### config.mk
export PLATFORM = sky130hd
export DESIGN_NAME = itrx_amba4_apb_mst
export DESIGN_NICKNAME = d
export VERILOG_FILES = /design/src/rtl/itrx_amba4_apb_mst.sv
export SDC_FILE = /design/constraint.sdc
export NUM_CORES = 1
export LEC_CHECK = 0
export ABC_AREA = 0
export CAP_MARGIN = 20
export CORE_ASPECT_RATIO = 1.1
export CORE_MARGIN = 3
export CORE_UTILIZATION = 30
export CTS_BUF_LIST = sky130_fd_sc_hd__clkbuf_16
export DETAILED_ROUTE_END_ITERATION = 10
export GPL_TIMING_DRIVEN = 0
export PLACE_DENSITY = 0.74
export SLEW_MARGIN = 20
export SYNTH_ARGS = -nofsm -noshare
export SYNTH_HDL_FRONTEND = slang
export SYNTH_SLANG_ARGS = --single-unit
### constraint.sdc
create_clock -name clk -period 2.4 [get_ports clk]
set_clock_uncertainty 0.1 [all_clocks]
set_input_delay 0.48 -clock clk [delete_from_list [all_inputs] [get_ports clk]]
set_output_delay 0.48 -clock clk [all_outputs]
set_load 0.05 [all_outputs]
### src/rtl/itrx_amba4_apb_mst.sv
// APB4 requester: one command in, one APB transfer, one response out.
// Optional ACCESS abort timer is compiled in with ITRX_APB_MST_TIMEOUT_EN.
package itrx_amba4_apb_pkg;
    typedef enum logic {READ = 1'b0, WRITE = 1'b1} te_pwrite;
    typedef struct packed {
        logic pprot2;
        logic pprot1;
        logic pprot0;
    } ts_pprot;
endpackage

module itrx_amba4_apb_mst
    import itrx_amba4_apb_pkg::*;
#(
    parameter int AW     = 32,
    parameter int DW     = 32,
    parameter int TO_CYC = 256
) (
    input  logic            clk,
    input  logic            rst,
    // Valid/ready: a beat moves on a rising edge where valid and ready are both 1;
    // the source holds its valid and payload steady until that edge.
    input  logic            req_vld,
    output logic            req_rdy,
    input  logic            req_write,
    input  logic [AW-1:0]   req_addr,
    input  logic [DW-1:0]   req_wdata,
    input  logic [DW/8-1:0] req_strb,
    input  logic [2:0]      req_prot,
    output logic            rsp_vld,
    input  logic            rsp_rdy,
    output logic [DW-1:0]   rsp_rdata,
    output logic            rsp_err,
    output logic            rsp_to,
    output logic            psel,
    output logic            penable,
    output logic            pwrite,
    output logic [AW-1:0]   paddr,
    output logic [DW-1:0]   pwdata,
    output logic [DW/8-1:0] pstrb,
    output logic [2:0]      pprot,
    input  logic [DW-1:0]   prdata,
    input  logic            pready,
    input  logic            pslverr,
    output logic [1:0]      dbg_state
);

    if (!(DW == 8 || DW == 16 || DW == 32)) begin : g_bad_dw
        $error("itrx_amba4_apb_mst: DW must be 8, 16 or 32");
    end
    if (TO_CYC < 1) begin : g_bad_to
        $error("itrx_amba4_apb_mst: TO_CYC must be at least 1");
    end

    typedef enum logic [1:0] {
        ST_IDLE   = 2'd0,
        ST_SETUP  = 2'd1,
        ST_ACCESS = 2'd2,
        ST_RESP   = 2'd3
    } te_state;

    te_state            r_state;
    logic               r_req_rdy;
    logic               r_rsp_vld;
    logic [DW-1:0]      r_rsp_rdata;
    logic               r_rsp_err;
    logic               r_psel;
    logic               r_penable;
    te_pwrite           r_pwrite;
    logic [AW-1:0]      r_paddr;
    logic [DW-1:0]      r_pwdata;
    logic [DW/8-1:0]    r_pstrb;
    ts_pprot            r_pprot;

`ifdef ITRX_APB_MST_TIMEOUT_EN
    localparam int CW = $clog2(TO_CYC + 1);
    logic [CW-1:0]      r_to_cnt;
    logic               r_rsp_to;
`endif

    always_ff @(posedge clk) begin
        if (rst) begin
            r_state     <= ST_IDLE;
            r_req_rdy   <= 1'b1;
            r_rsp_vld   <= 1'b0;
            r_rsp_rdata <= '0;
            r_rsp_err   <= 1'b0;
            r_psel      <= 1'b0;
            r_penable   <= 1'b0;
            r_pwrite    <= READ;
            r_paddr     <= '0;
            r_pwdata    <= '0;
            r_pstrb     <= '0;
            r_pprot     <= '0;
`ifdef ITRX_APB_MST_TIMEOUT_EN
            r_to_cnt    <= '0;
            r_rsp_to    <= 1'b0;
`endif
        end else begin
            case (r_state)
                ST_IDLE: begin
                    if (req_vld && r_req_rdy) begin
                        // Request fields are captured once and stay put until the next command.
                        r_pwrite  <= te_pwrite'(req_write);
                        r_paddr   <= req_addr;
                        r_pwdata  <= req_wdata;
                        r_pstrb   <= req_write ? req_strb : '0;
                        r_pprot   <= ts_pprot'(req_prot);
                        r_psel    <= 1'b1;
                        r_req_rdy <= 1'b0;
`ifdef ITRX_APB_MST_TIMEOUT_EN
                        r_to_cnt  <= '0;
`endif
                        r_state   <= ST_SETUP;
                    end
                end
                ST_SETUP: begin
                    r_penable <= 1'b1;
                    r_state   <= ST_ACCESS;
                end
                ST_ACCESS: begin
                    if (pready) begin
                        r_rsp_rdata <= (r_pwrite == READ && !pslverr) ? prdata : '0;
                        r_rsp_err   <= pslverr;
`ifdef ITRX_APB_MST_TIMEOUT_EN
                        r_rsp_to    <= 1'b0;
`endif
                        r_psel      <= 1'b0;
                        r_penable   <= 1'b0;
                        r_rsp_vld   <= 1'b1;
                        r_state     <= ST_RESP;
                    end
`ifdef ITRX_APB_MST_TIMEOUT_EN
                    // A completer answering on the limit cycle still wins over the abort.
                    else if (r_to_cnt == CW'(TO_CYC)) begin
                        r_rsp_rdata <= '0;
                        r_rsp_err   <= 1'b1;
                        r_rsp_to    <= 1'b1;
                        r_psel      <= 1'b0;
                        r_penable   <= 1'b0;
                        r_rsp_vld   <= 1'b1;
                        r_state     <= ST_RESP;
                    end else begin
                        r_to_cnt <= r_to_cnt + 1'b1;
                    end
`endif
                end
                ST_RESP: begin
                    if (rsp_rdy) begin
                        r_rsp_vld <= 1'b0;
                        r_req_rdy <= 1'b1;
                        r_state   <= ST_IDLE;
                    end
                end
                default: r_state <= ST_IDLE;
            endcase
        end
    end

    assign req_rdy   = r_req_rdy;
    assign rsp_vld   = r_rsp_vld;
    assign rsp_rdata = r_rsp_rdata;
    assign rsp_err   = r_rsp_err;
    assign psel      = r_psel;
    assign penable   = r_penable;
    assign pwrite    = r_pwrite;
    assign paddr     = r_paddr;
    assign pwdata    = r_pwdata;
    assign pstrb     = r_pstrb;
    assign pprot     = r_pprot;
    assign dbg_state = r_state;

`ifdef ITRX_APB_MST_TIMEOUT_EN
    assign rsp_to    = r_rsp_to;
`else
    assign rsp_to    = 1'b0;
`endif

endmodule
## Yosys cells after proc, flatten, opt, wreduce, memory -nomap -nowiden

Cells that the tools add are included.

- Logic and storage cells: 52
- Output and inout port bits: 112
- Bits of input ports: 110
- Register bits after elaboration: 111

- Muxes and demuxes: 16
- Equality and inequality tests: 6
- Reductions and logical operators: 15
- Bitwise logic cells: 1

Operators by type and width:

| cell | count |
|---|---|
| 32-bit two-way mux | 1 |
| 3-bit AND reduction | 4 |
| 1-bit case mux with 2 select lines | 4 |
| 2-bit case mux with 4 select lines | 1 |
| 2-bit nonzero test | 4 |
| 1-bit two-way mux | 6 |
| 2-bit two-way mux | 3 |
| 2-bit != test (second input constant) | 3 |
| 2-bit AND reduction | 3 |
| 2-bit == test (second input constant) | 2 |
| 4-bit two-way mux | 1 |
| 2-bit by 1-bit == test with 1-bit output (second input constant) | 1 |
| 1-bit logical AND | 2 |
| 2-bit logical NOT | 1 |
| 1-bit logical NOT | 1 |
| 1-bit NOT | 1 |

## Logic depth before layout (Yosys ltp)

- Word-level depth: 3
- Gate-level depth with buffers: 7

## Least setup slack after synthesis

No wires, ideal clock.

- Kind: register to register
- From: reg r_state[0] (netlist: dbg_state[0])
- To: reg r_state[0] (netlist: dbg_state[0])
- Clock period less this slack: 2169 ps
- Arrival time: 1999 ps
- Buffers on the path: 0
- Slack: 231 ps
- Library setup time: 70 ps
- Stages on the path, launching flop included: 6
- Cells stage by stage: dfxtp_1 inv_1 ha_1 a21boi_2 or4_1 a21oi_1

- Cells in the longest elaborated chain, start to end: 3
- Elaborated cells on any way between the ends: 9
- Classes of those cells: eq/ne (6); mux (1); reduce/logical (2)

RTL lines:

| element | RTL line | RTL |
|---|---|---|
| start, declared | 62 | `te_state r_state;` |
| start signal, assigned | 83 | `r_state <= ST_IDLE;` |
| start signal, assigned | 114 | `r_state <= ST_SETUP;` |
| start signal, assigned | 119 | `r_state <= ST_ACCESS;` |
| 2-bit == test / 2-bit logical NOT (equally long branches) | 100 | `case (r_state)` |
| 2-bit != test (no line) | n/a |  |
| 3-bit AND reduction (no line) | n/a |  |

Parallel ways exist; a longest one is shown, timed or not.
A chain may end at the register's enable or synchronous reset.

## Worst setup path in the final report

- From: reg r_req_rdy (netlist: req_rdy)
- To: out req_rdy

RTL lines:

| element | RTL line | RTL |
|---|---|---|
| start, declared | 63 | `logic r_req_rdy;` |
| start signal, assigned | 84 | `r_req_rdy <= 1'b1;` |
| start signal, assigned | 110 | `r_req_rdy <= 1'b0;` |
| start signal, assigned | 151 | `r_req_rdy <= 1'b1;` |
| end, declared | 24 | `output logic req_rdy,` |

No word-level cell between the ends.

==> run metrics <==
Multi-input gate area about 1600 um^2; commonest non-fill, non-tap cell in the layout clkdlybuf4s50_1; crit path DAT between 1500 and 2000 ps; top-area cell type share of the netlist area 56.24%; CORE AREA 12,750 um^2; post-DR vias/cell 4.676; commonest cells after routing, fill and taps aside clkdlybuf4s50_1 (219), nand2_1 (144), dfxtp_1 (111), a21oi_1 (74), nor2_1 (37); initial drt markers approximately 210; Gates resized, CTS repair 0; initial antenna violation count 0; final hold vios 0; clk_lat worst skew 330 ps; Overall Power about 6.9 mW; Final #Nets 817; Final ANT Viol Nets 0; Peak VDD IR 380.4 uV; CP Cell Sequence clkdlybuf4s50_1; largest net degree at the start of global routing 17; clock buffer depth 2; synthesized area 3951 um^2; worst hold-check path type flip-flop to flip-flop; CTS tree built; Startpoint Class flip-flop; syn_nets 587; Min Clock Period, post-route 2248 ps; global-route usage over all layers 16.60%; final worst path period share 93.65%; first-pass GRT wire length 19,460 um; DRC violations left 0; vias in the first global route 3,916; Rows 43; fillers ~1,200; Crit. End Element output port; Setup CP Type flip-flop to output port; Max Cap Viol 0; Finish-stage setup viols 0; RSZ-0062 raised after global routing false; Post-Place Worst Slack -8.260 ps; Sequential Area 2222 um^2; leak pwr 2.426 nW; top cells by area, synth dfxtp_1 (56%), nand2_1 (14%), a21oi_1 (9.4%); Inserted Clock Buffers 9; Pins Over Slew Limit 0; DIE AREA 14,590 um^2; fraction of layout cells with a size suffix above 1 4.403%; Buf+Inv Stages, Crit Path 1; Slowest cell on crit path clkdlybuf4s50_1; drt total wl 12,600 um; H-tree levels 3; status finished clean; total clock sinks 111; wire per inst 14.63 um; post-DP HPWL 9873 um; synthesis warning total 0; Rel. slew slack between 50% and 60%; Synth Register Bits 111; Top delay family on crit path buffers and inverters; Worst Tran Pin Value 646.9 ps; gr ovfl total 0; Post CTS Setup Buffer Count 0; maximum fanout along the worst path 7; initial core utilization 30.99%; Post-Syn Instances 470; Synth area leader dfxtp_1; Yosys cell types 28; # hold bufs at CTS 0; post-route worst setup slack around 150 ps; CP startpoint req_rdy; PwrDens around 1000 nW/um^2; # IOs 222; Seq/Total Area, Yosys 56.24%; Vias between 4,000 and 5,000; WHS 353.0 ps; worst endpoint required time 1820 ps; die span in x ~120 um; First-pass DRT Iterations 5; ant diodes 0; RD Place Congestion 0.8424; area delta synth->final 67.70%; placed insts 846; Port Buffers around 220; CP max stage delay 860 ps; post-route setup TNS 0 ps; Syn Area/Cell 8.407 um^2; max frequency 444.9 MHz; FF-to-FF Start dbg_state[0]; chip height roughly 130 um; hold_sp paddr[29]; clock root cell clkbuf_16; Non-Filler Instances 861; clk slew on worst S/H paths 70 ps
worst paths after layout:
| path | cells past startpoint | to | slack (ps) |
|---|---|---|---|
| hold reg to reg | 2 | paddr[29] | 350 |
| hold / removal | 2 | paddr[29] | 350 |
| setup / recovery | 1 | req_rdy | 150 |
| setup reg to reg | 6 | pwdata[2] | 450 |
flip-flops by register name, indices dropped and copies added (netlist names), 2 cells and up:
register / flops
paddr: 32
pwdata: 32
rsp_rdata: 32
pstrb: 4
pprot: 3
dbg_state: 2
layout make-up:
| class | count | share of cell area (%) |
|---|---|---|
| flip-flops and latches | 111 | 33.53 |
| repair buffers | 219 | 33.08 |
| multi-input cells | 320 | 23.70 |
| inverters | 4 | 0.2266 |
| well taps | 157 | 2.964 |
| clock buffers | 9 | 3.399 |
| clock inverters | 6 | 0.8308 |
| plain buffers | 35 | 2.266 |
report_power, final:
part / internal (mW) / leakage [nW] / switching (mW)
Combinational: 1.06 / 1.38 / 2.05
Sequential: 2.17 / 0.904 / 0.205
Clock: 0.793 / 0.144 / 0.626
Total: 4.02 / 2.43 / 2.88
kinds of logic (layout without fill, tap and decap cells):
kind of cell	Yosys count	in the layout	synth area share, %
DFF	111	111	56.24
adders and majority gates	7	7	2.216
buffers and inverters	39	273	4.148
and+or+nand+nor	194	194	19.22
other	1	1	0.09491
muxes	2	2	0.5699
AOI/OAI and AO/OA	116	116	17.51
worst min-delay path: stages (launching register included):
cell     delay [ps]
dfxtp_1         310
nand2_1          50
a21oi_1          50
synthesized netlist by cell type:
cell type	count
o31ai_1	1
a21oi_1	74
a32oi_1	1
a31oi_1	1
clkbuf_1	23
nand3_1	7
and3_1	1
a211oi_1	1
mux2_2	2
a32o_1	1
ha_1	7
nor2_1	37
o41ai_1	1
nor2b_1	2
a22oi_1	32
buf_2	11
nand2_1	144
or4_1	1
inv_1	4
nor4_1	1
buf_4	1
o311ai_0	1
and4bb_2	1
dfxtp_1	111
conb_1	1
o21ai_0	1
a21boi_2	1
a21o_1	1
stage by stage:
step / utilization [%] / area, um^2
floorplan: - / 3951
global placement: 49.72 / 6340
detailed placement: 49.72 / 6340
CTS: 51.92 / 6620
global route: 51.97 / 6626
finish: 51.97 / 6626
routing by layer:
layer  up-vias  global-route usage, %  routed length [um]
met2       158                  28.81                6180
met5         -                      0                   0
met1      1823                  18.78                5027
met3        19                  5.153                1093
li1       2026                      -                   -
met4         0                  6.630                 295
Power figures use the tool's default switching activity.
